--- src/rtl/regex_cpu_ext.sv ---
// Single-thread regex instruction executor: fetches one instruction per thread and
// emits successor PCs, an accept pulse or an illegal-opcode pulse.
module regex_cpu_ext #(
    parameter int unsigned PC_WIDTH          = 9,
    parameter int unsigned CC_ID_BITS        = 2,
    parameter int unsigned CHARACTER_WIDTH   = 8,
    parameter int unsigned MEMORY_WIDTH      = 20,
    parameter int unsigned MEMORY_ADDR_WIDTH = 11
) (
    input  logic                                         clk,
    input  logic                                         rst,
    input  logic [(2**CC_ID_BITS)*CHARACTER_WIDTH-1:0]   current_characters,
    input  logic [(2**CC_ID_BITS)-1:0]                   end_of_string,
    input  logic                                         input_pc_valid,
    output logic                                         input_pc_ready,
    input  logic [CC_ID_BITS-1:0]                        input_cc_id,
    input  logic [PC_WIDTH-1:0]                          input_pc,
    output logic                                         memory_valid,
    output logic [MEMORY_ADDR_WIDTH-1:0]                 memory_addr,
    input  logic                                         memory_ready,
    input  logic [MEMORY_WIDTH-1:0]                      memory_data,
    output logic                                         output_pc_valid,
    input  logic                                         output_pc_ready,
    output logic [PC_WIDTH-1:0]                          output_pc,
    output logic [CC_ID_BITS-1:0]                        output_cc_id,
    output logic                                         accepts,
    output logic                                         illegal_opcode
);

    typedef enum logic [2:0] {IDLE, FETCH, EXEC, OUT1, OUT2} state_e;

    typedef enum logic [3:0] {
        OP_ACCEPT    = 4'd0,
        OP_SPLIT     = 4'd1,
        OP_MATCH     = 4'd2,
        OP_NOT_MATCH = 4'd3,
        OP_MATCH_ANY = 4'd4,
        OP_JMP       = 4'd5,
        OP_RANGE     = 4'd6,
        OP_NOT_RANGE = 4'd7
    } opcode_e;

    state_e                    state, state_next;
    logic [PC_WIDTH-1:0]       pc, pc_inc, tgt, exec_pc, out_pc;
    logic [CC_ID_BITS-1:0]     cc_id;
    logic [MEMORY_WIDTH-1:0]   instr;
    logic [3:0]                opcode;
    logic [CHARACTER_WIDTH-1:0] ch, lo, hi;
    logic                      eos, survive, illegal, split_q, accept_q, illegal_q;

    assign opcode  = instr[MEMORY_WIDTH-1 -: 4];
    assign lo      = instr[CHARACTER_WIDTH-1:0];
    assign hi      = instr[2*CHARACTER_WIDTH-1:CHARACTER_WIDTH];
    assign tgt     = instr[PC_WIDTH-1:0];
    assign ch      = current_characters[cc_id*CHARACTER_WIDTH +: CHARACTER_WIDTH];
    assign eos     = end_of_string[cc_id];
    assign pc_inc  = pc + PC_WIDTH'(1);
    assign exec_pc = (opcode == OP_JMP) ? tgt : pc_inc;

    // Character ops die at end of string; SPLIT/JMP ignore eos entirely.
    always_comb begin
        survive = 1'b0;
        illegal = 1'b0;
        case (opcode)
            OP_ACCEPT:    survive = 1'b0;
            OP_SPLIT:     survive = 1'b1;
            OP_JMP:       survive = 1'b1;
            OP_MATCH:     survive = !eos && (ch == lo);
            OP_NOT_MATCH: survive = !eos && (ch != lo);
            OP_MATCH_ANY: survive = !eos;
            OP_RANGE:     survive = !eos && (ch >= lo) && (ch <= hi);
            OP_NOT_RANGE: survive = !eos && ((ch < lo) || (ch > hi));
            default:      illegal = 1'b1;
        endcase
    end

    always_ff @(posedge clk) begin
        if (rst) state <= IDLE;
        else     state <= state_next;
    end

    always_comb begin
        state_next = state;
        case (state)
            IDLE:    if (input_pc_valid) state_next = FETCH;
            FETCH:   if (memory_ready) state_next = EXEC;
            EXEC:    state_next = survive ? OUT1 : IDLE;
            OUT1:    if (output_pc_ready) state_next = split_q ? OUT2 : IDLE;
            OUT2:    if (output_pc_ready) state_next = IDLE;
            default: state_next = IDLE;
        endcase
    end

    always_ff @(posedge clk) begin
        if (rst) begin
            pc        <= '0;
            cc_id     <= '0;
            instr     <= '0;
            out_pc    <= '0;
            split_q   <= 1'b0;
            accept_q  <= 1'b0;
            illegal_q <= 1'b0;
        end else begin
            accept_q  <= 1'b0;
            illegal_q <= 1'b0;
            case (state)
                IDLE: if (input_pc_valid) begin
                    pc    <= input_pc;
                    cc_id <= input_cc_id;
                end
                FETCH: if (memory_ready) instr <= memory_data;
                EXEC: begin
                    out_pc    <= exec_pc;
                    split_q   <= (opcode == OP_SPLIT);
                    accept_q  <= (opcode == OP_ACCEPT) && eos;
                    illegal_q <= illegal;
                end
                // Second SPLIT successor is loaded only once the first has transferred.
                OUT1: if (output_pc_ready && split_q) out_pc <= tgt;
                default: ;
            endcase
        end
    end

    always_comb begin
        input_pc_ready  = !rst && (state == IDLE);
        memory_valid    = !rst && (state == FETCH);
        memory_addr     = MEMORY_ADDR_WIDTH'(pc);
        output_pc_valid = !rst && ((state == OUT1) || (state == OUT2));
        output_pc       = out_pc;
        output_cc_id    = cc_id;
        accepts         = !rst && accept_q;
        illegal_opcode  = !rst && illegal_q;
    end

endmodule

--- config.mk ---
export PLATFORM = sky130hd
export DESIGN_NAME = regex_cpu_ext
export DESIGN_NICKNAME = d
export VERILOG_FILES = /design/src/rtl/regex_cpu_ext.sv
export SDC_FILE = /design/constraint.sdc
export NUM_CORES = 1
export LEC_CHECK = 0
export CAP_MARGIN = 20
export CORE_ASPECT_RATIO = 0.7
export CORE_MARGIN = 2
export CORE_UTILIZATION = 40
export DETAILED_ROUTE_END_ITERATION = 6
export DONT_BUFFER_PORTS = 1
export PLACE_DENSITY = 0.66
export SYNTH_ARGS = -nofsm -noshare
export SYNTH_HDL_FRONTEND = slang
export SYNTH_SLANG_ARGS = --single-unit
--- constraint.sdc ---
create_clock -name clk -period 2.5 [get_ports clk]
set_clock_uncertainty 0.2 [all_clocks]
set_input_delay 0.125 -clock clk [delete_from_list [all_inputs] [get_ports clk]]
set_output_delay 0.125 -clock clk [all_outputs]
set_load 0.02 [all_outputs]
# After elaboration in Yosys (flattened, before gate mapping)
# Index checks and enable logic that the tools add are counted.
[totals]
output_inout_bits = 27
register_bits = 46
word_cells = 74
in_bits = 72
[op_classes]
reduce_logical = 26
eq_ne = 18
magnitude_cmp = 5
n_shift = 1
mux = 14
bitwise_logic = 1
add_sub_neg = 1
[op_table]
columns = ["cell", "n"]
rows = [
  ["indexed part select 32 x 6 -> 8 bit", 1],
  ["two-way mux 9 bit", 2],
  ["one-hot mux 9 bit (2 select lines)", 1],
  ["equality test 4 x 3 -> 1 bit, second input constant", 4],
  ["two-way mux 3 bit", 5],
  ["one-hot mux 3 bit (5 select lines)", 1],
  ["logical AND 1 bit", 12],
  ["!= test 2 bit, second input constant", 5],
  ["adder 9 x 1 -> 9 bit, second input constant", 1],
  ["equality test 4 x 2 -> 1 bit, second input constant", 2],
  ["equality test 8 bit", 1],
  [">= comparator 8 bit", 1],
  ["> comparator 8 bit", 1],
  ["<= comparator 8 bit", 1],
  ["< comparator 8 bit", 1],
  ["!= test 8 bit", 1],
  ["OR reduction 8 bit", 1],
  ["equality test 3 x 2 -> 1 bit, second input constant", 2],
  ["one-hot mux 1 bit (6 select lines)", 1],
  ["AND reduction 2 bit", 3],
  ["equality test 4 x 1 -> 1 bit, second input constant", 1],
  ["zero test 4 bit", 1],
  ["AND reduction 4 bit", 1],
  ["OR reduction 2 bit", 2],
  ["11 further kinds", 14],
]

# Longest topological paths before layout
# Gate-level depths: netlist of run 1.
[depth]
word_depth = 8
mapped_depth = 11
ltp_nobuf = 10

# Worst setup path before layout of run 1
# No wires, ideal clock.
[synth_path]
kind = "register -> register"
start = "reg cc_id[0], in the netlist output_cc_id[0]"
end = "reg state[1]"
n_path_buf = 1
arrival_ns = 2.534
setup_slack_ns = -0.325
required_ns = 2.209
stages_incl_launch_ff = 11
synth_period_minus_slack_ns = 2.825
setup_ns = 0.091
cell_sequence = "dfxtp_1 > buf_6 > mux4_2 > ha_1 > nor2b_1 > o211ai_1 > a21oi_1 > o22ai_1 > nor4b_1 > o311ai_1 > a311oi_1"
[synth_between]
elab_chain_len = 8
elab_cells_between_ends = 19
cone_classes = "order compare (4); eq/ne (2); shift (1); mux (5); reduce/logical (7)"
[synth_rtl]
columns = ["element", "line", "text"]
rows = [
  ["start: declaration", "45", "logic [CC_ID_BITS-1:0] cc_id;"],
  ["start signal: assignment", "109", "cc_id <= input_cc_id;"],
  ["branches (longest 5 deep; another with < comparator 8 bit)", "n/a", ""],
  ["one-hot mux 1 bit (6 select lines) *", "64", "case (opcode)"],
  ["two-way mux 2 bit *", "87", "EXEC: state_next = survive ? OUT1 : IDLE;"],
  ["one-hot mux 3 bit (5 select lines) *", "84", "case (state)"],
  ["end signal: assignment", "79", "else state <= state_next;"],
  ["end: declaration", "43", "state_e state, state_next;"],
]
# Mark *: on every way between the ends. The select of a mux whose other input is x is not followed.
# A chain may end at the register's enable or synchronous reset.

# Worst setup path in the final report of run 1
# Ends and elaborated chain as after synthesis.

==> results of run 1 <==
-- flip-flops by register name, summed over array words and instances, names as in the netlist --
| name | cells |
|---|---|
| split_q | 1 |
| output_cc_id | 2 |
| instr | 20 |
| state | 3 |
| accept_q | 1 |
| illegal_q | 1 |
| output_pc | 9 |
| pc | 9 |
-- cell type report --
cell class | count | area (um^2) | area share
clock buffers | 6 | 72.6 | 0.0203
flip-flops and latches | 46 | 925 | 0.259
repair buffers | 61 | 604 | 0.169
well taps | 94 | 118 | 0.0329
clock inverters | 2 | 36.3 | 0.0102
inverters | 19 | 71.3 | 0.0200
multi-input cells | 251 | 1750 | 0.489
-- cell usage after synthesis (5+ instances only) --
| cell | number |
|---|---|
| xor2_1 | 6 |
| clkbuf_1 | 10 |
| nor2_1 | 28 |
| inv_1 | 19 |
| nand2_1 | 72 |
| a21oi_1 | 53 |
| ha_1 | 17 |
| a211oi_1 | 8 |
| mux4_2 | 9 |
| dfxtp_1 | 46 |
| nand4_1 | 7 |
| buf_2 | 5 |
-- cell usage in the layout (no fill, tap or decap), types with 4 or more instances in the layout --
master         instances
dfxtp_1               45
nand3_1                4
ha_1                  13
dlygate4sd3_1         42
a211oi_1               7
buf_4                 15
and2_1                 4
ha_4                   4
xor2_1                 6
mux4_2                 9
a21oi_1               51
nand2_1               72
inv_1                 18
nor2_1                27
nor2b_1                4
clkbuf_8               5
nand4_1                7
-- stage by stage --
stage,power (mW),util
after CTS,2.44,0.524
after global placement,1.71,0.425
final,2.47,0.534
after floorplan,1.59,-
after global routing,2.65,0.534
after detailed placement,1.74,0.425
-- worst min path at each step --
stage,start,to,slack [ps],cells after the start
after global routing,end_of_string[0],accept_q$_SDFF_PP0_,30,2
after CTS,end_of_string[0],accept_q$_SDFF_PP0_,20,2
final,end_of_string[0],accept_q$_SDFF_PP0_,20,2
after global placement,rst,pc[3]$_SDFFE_PP0P_,-2,1
after floorplan,input_cc_id[0],output_cc_id[0]$_SDFFE_PP0P_,50,2
after detailed placement,rst,pc[1]$_SDFFE_PP0P_,-0.3,1
-- power breakdown --
group,internal (mW),switching [mW],total (mW)
registers,0.818,0.158,0.976
clock network,0.299,0.258,0.557
logic,0.435,0.504,0.939
-- layer usage --
metal  wire [um]  GRT usage
met5           0          0
met4          65     0.0424
met3         443     0.0556
met2        3390      0.326
met1        3620      0.273
-- logic make-up after synthesis --
logic type,after synthesis
AOI/OAI and AO/OA,77
xor gates and xnor gates,7
adders and majority gates,17
buffers and inverters,42
DFF,46
muxes,11
other,1
and+or+nand+nor,137
-- what timing repair did --
item                                    CTS  global route
buffers inserted                          4             3
pin swaps                                 6             9
resized for setup                        12             7
hold buffers                             43             0
endpoints found under the hold margin    46             0
endpoints found under the setup margin    2             2
==> results.json, run 1 <==
{
  "postRouteAntennaNets": 0,
  "numPlacedInstances": 421,
  "syn_area_mm2": 0.00273,
  "critPathKind": "reg -> reg",
  "num_rows": 25,
  "grt_pass1_wl_um": 11800,
  "r2r_end": "state[1]$_SDFFE_PP0P_",
  "h-tree-depth": 2,
  "yosysTopAreaCell": "dfxtp_1",
  "initial_utilization": 0.408,
  "worstPathArrival_ps": 2900,
  "cts-root-buf": "clkbuf_8",
  "muxShareOfSynthArea": 0.0816,
  "fillers": 641,
  "hold_violations": 0,
  "p_per_area_mw_per_mm2": 692,
  "viasPerCell": 5.22,
  "cts_tree": "done",
  "violations": "negative setup slack",
  "gr-total-overflow": 0,
  "insertion_delay_ps": 300,
  "synth_top_area_share": 0.337,
  "crit_path_cell_trace": "buf_12 -> mux4_2 -> ha_4 -> nand4_1 -> nor2_4 -> o31ai_2 -> a221o_1 -> o311ai_4 -> a311oi_2",
  "max_stage_delay_ps": 560,
  "hp-class": "in -> reg",
  "cp_top_family": "compound AO/OA/AOI/OAI gates",
  "core_area_mm2": 0.00669,
  "clockBufferDepth": 2,
  "synth-edff-count": 0,
  "yosys_warnings": 0,
  "place.gp.congestion": 0.775,
  "drv_slew": 0,
  "crit_path_end_kind": "register",
  "fin_nets": 473,
  "setup_tns_ps": -827,
  "synth_top_family_by_area": "simple AND/OR/NAND/NOR gates",
  "cp.required_ps": 2460,
  "min_period_ps": 2940,
  "numPortBuffers": 0,
  "maxSlewHeadroom": 0.645,
  "synth_fa_ha_area_frac": 0.0779,
  "crit_start": "output_cc_id[0]$_SDFFE_PP0P_",
  "async_flop_share": 0,
  "layout_setup_ws_ps": -438,
  "die_h_um": 73.1,
  "worstMarginPinSlew_ps": 532,
  "vias": 2502,
  "grt_max_degree": 46,
  "r2r_start": "output_cc_id[0]$_SDFFE_PP0P_",
  "setup_viol": 2,
  "wl_per_cell_um": 15.7,
  "crit_fanout": 5,
  "rsz0062_at_grt": "true",
  "syn_inst": 338,
  "dr.first_iter.drc_count": 101,
  "synth_cell_type_count": 45,
  "start_kind": "register",
  "maxCapViolations": 0,
  "netlist_top_cells_area": "dfxtp_1, nand2_1, a21oi_1, ha_1, mux4_2",
  "clkSinkCount": 46,
  "clkTransAtPathRegs_ps": 90,
  "drc": 0,
  "place_ws_ps": -402,
  "path_buf_inv": 1,
  "synth-seq-cells": 46,
  "die_x_um": 103,
  "pin_count": 99,
  "ys_dominant_reg_cell": "dfxtp_1",
  "ys_seq_area_frac": 0.337,
  "numCtsBuffers": 5,
  "ir_worst_vdd_v": 0.000354,
  "whs_ps": 24.4,
  "drt_wl_total_um": 7510,
  "postSynthAreaPerCell_um2": 8.08,
  "placed_cell_area_mm2": 0.00285,
  "syn_to_final_growth_pct": 30.9,
  "final_cells": 479,
  "antennaDiodeCount": 0,
  "drive_gt1_frac": 0.158,
  "clock.fmax_mhz": 340,
  "hpwl_um": 5140,
  "synth_compound_area_frac": 0.177,
  "drtPass1Iterations": 4,
  "track_usage": 0.202,
  "p_leak_nw": 1.28,
  "cp_slowest_cell": "mux4_2",
  "grt_antenna_before_repair": 0,
  "dieArea_mm2": 0.00751,
  "crit_cells": 9,
  "grt_pass1_vias": 2465,
  "r2r_cells": 9,
  "crit_path_end": "state[1]$_SDFFE_PP0P_",
  "status": "complete, but fails checks",
  "stdcell_area_mm2": 0.00357,
  "r2r_setup_slack_ps": -440,
  "synth_xor_area_frac": 0.0225,
  "fin_crit_sh": 1.18,
  "synth-simple-area-share": 0.227
}
Note: power is estimated with default switching activity, not from simulation.
==> run 2, diff against run 1 <==
- CORE_MARGIN: 2 -> 8
==> run 2 against run 1 <==
  * The flow still finishes with violations (negative setup slack)
  * Sequential share of layout area grew 0.11 points
  * Worst setup slack gained 17 ps
  * Combinational power shrank 0.9%
  * Clock power grew 21%
  * Largest power group unchanged
  * Maximum frequency grew 0.59%
  * Register-to-register slack gained 20 ps
  * Power grew 4.4%
  * Final cell count shrank 0.42%
  * Highest routed layer unchanged
  * Routed wire length grew 13%
==> results.json, run 2 (same netlist as run 1, synthesis figures left out) <==
{
  "antennaDiodeCount": 0,
  "min_delay_path_depth": 2,
  "place_ws_ps": -371,
  "drv_slew": 0,
  "regMostFlops": "instr",
  "numCtsBuffers": 5,
  "clock.fmax_mhz": 342,
  "largest_reg_flops": 20,
  "fin_crit_sh": 1.17,
  "holdCritStartpoint": "end_of_string[0]",
  "fillers": 646,
  "dr.first_iter.drc_count": 169,
  "rsz0062_at_grt": "true",
  "cts_tree": "done",
  "drive_gt1_frac": 0.151,
  "pin_count": 99,
  "crit_start": "output_cc_id[0]$_SDFFE_PP0P_",
  "drtPass1Iterations": 4,
  "min_period_ps": 2920,
  "place.gp.congestion": 0.887,
  "insertion_delay_ps": 300,
  "wl_per_cell_um": 17.8,
  "dieArea_mm2": 0.00977,
  "hold_violations": 0,
  "crit_path_end_kind": "register",
  "layout_setup_ws_ps": -420,
  "setup_tns_ps": -807,
  "setup_viol": 2,
  "grt_pass1_wl_um": 13500,
  "clkSinkCount": 46,
  "initial_utilization": 0.408,
  "die_h_um": 85.1,
  "p_leak_nw": 1.29,
  "drt_wl_total_um": 8470,
  "clkTransAtPathRegs_ps": 90,
  "layout_commonest_cell": "nand2_1",
  "gr-total-overflow": 0,
  "hp-class": "in -> reg",
  "p_per_area_mw_per_mm2": 725,
  "worstPathArrival_ps": 2900,
  "drc": 0,
  "worstMarginPinSlew_ps": 551,
  "crit_fanout": 5,
  "viasPerCell": 5.32,
  "core_area_mm2": 0.00669,
  "r2r_start": "output_cc_id[0]$_SDFFE_PP0P_",
  "grt_antenna_before_repair": 0,
  "violations": "negative setup slack",
  "vias": 2540,
  "clockBufferDepth": 2,
  "cts-root-buf": "clkbuf_8",
  "start_kind": "register",
  "r2r_cells": 9,
  "h-tree-depth": 2,
  "postRouteAntennaNets": 0,
  "grt_pass1_vias": 2656,
  "num_rows": 25,
  "status": "complete, but fails checks",
  "maxSlewHeadroom": 0.633,
  "grt_max_degree": 46,
  "final_cell_mix": "nand2_1, a21oi_1, dfxtp_1",
  "maxCapViolations": 0,
  "cp.required_ps": 2480,
  "numPortBuffers": 0,
  "track_usage": 0.172,
  "syn_to_final_growth_pct": 30.4,
  "die_x_um": 115,
  "critPathKind": "reg -> reg",
  "ir_worst_vdd_v": 0.000390,
  "fin_nets": 471,
  "hpwl_um": 6050
}
run 2: changes by cell type in the layout (fill, tap and decap cells not counted), sizes merged:
cell / before / now
clkinv: 0 / 1
inv: 20 / 19
clkbuf: 6 / 5
buf: 19 / 18
bufinv: 1 / 2
dlygate4sd3: 42 / 41
run 2: metrics by stage:
step,total power [mW],util,instances,instance area (um^2),hold slack (ps)
floorplan,1.59,-,339,2770,50.6
global placement,1.73,0.425,421,2850,0.211
detailed placement,1.75,0.425,421,2850,2.34
CTS,2.56,0.526,476,3520,14.0
global route,2.74,0.532,477,3560,19.6
finish,2.58,0.532,477,3560,14.5
run 2: layout make-up:
class	instances	area (um^2)	area share
sequential	46	925	0.260
multi-input combinational	251	1730	0.486
inverter	19	71.3	0.0200
timing repair buffer	59	578	0.162
clock inverter	3	68.8	0.0193
tap	94	118	0.0330
clock buffer	5	68.8	0.0193
run 2: worst paths after layout:
kind                            to  slack, ps
min            accept_q$_SDFF_PP0_         10
min reg2reg  instr[9]$_SDFFE_PP0P_        260
max          state[1]$_SDFFE_PP0P_       -420
max reg2reg  state[1]$_SDFFE_PP0P_       -420
run 2: worst max-delay path, cell delays in order, from the launching register on:
cell and delay, ps:
dfxtp_4 410, buf_6 150, mux4_2 520, ha_1 310, nand4_1 160, nor2_2 210
o31ai_1 90, a221o_1 340, o311ai_4 280, a311oi_1 140
run 2: layer usage:
metal	vias up	global-route usage	wire length, um
li1	1248	-	-
met1	1172	0.228	3890
met2	109	0.263	3670
met3	11	0.0602	833
met4	0	0.0368	84
met5	-	0	0
run 2: power breakdown:
group          switching, mW  internal [mW]
combinational          0.506          0.426
clock                  0.272          0.401
sequential             0.159          0.818
run 2: what timing repair did:
item	4_1_cts	5_1_grt
endpoints found under the setup margin	2	2
hold buffers	42	0
hold endpoints to repair	46	0
pin swaps	6	1
setup buffers	5	1
resized for setup	13	3
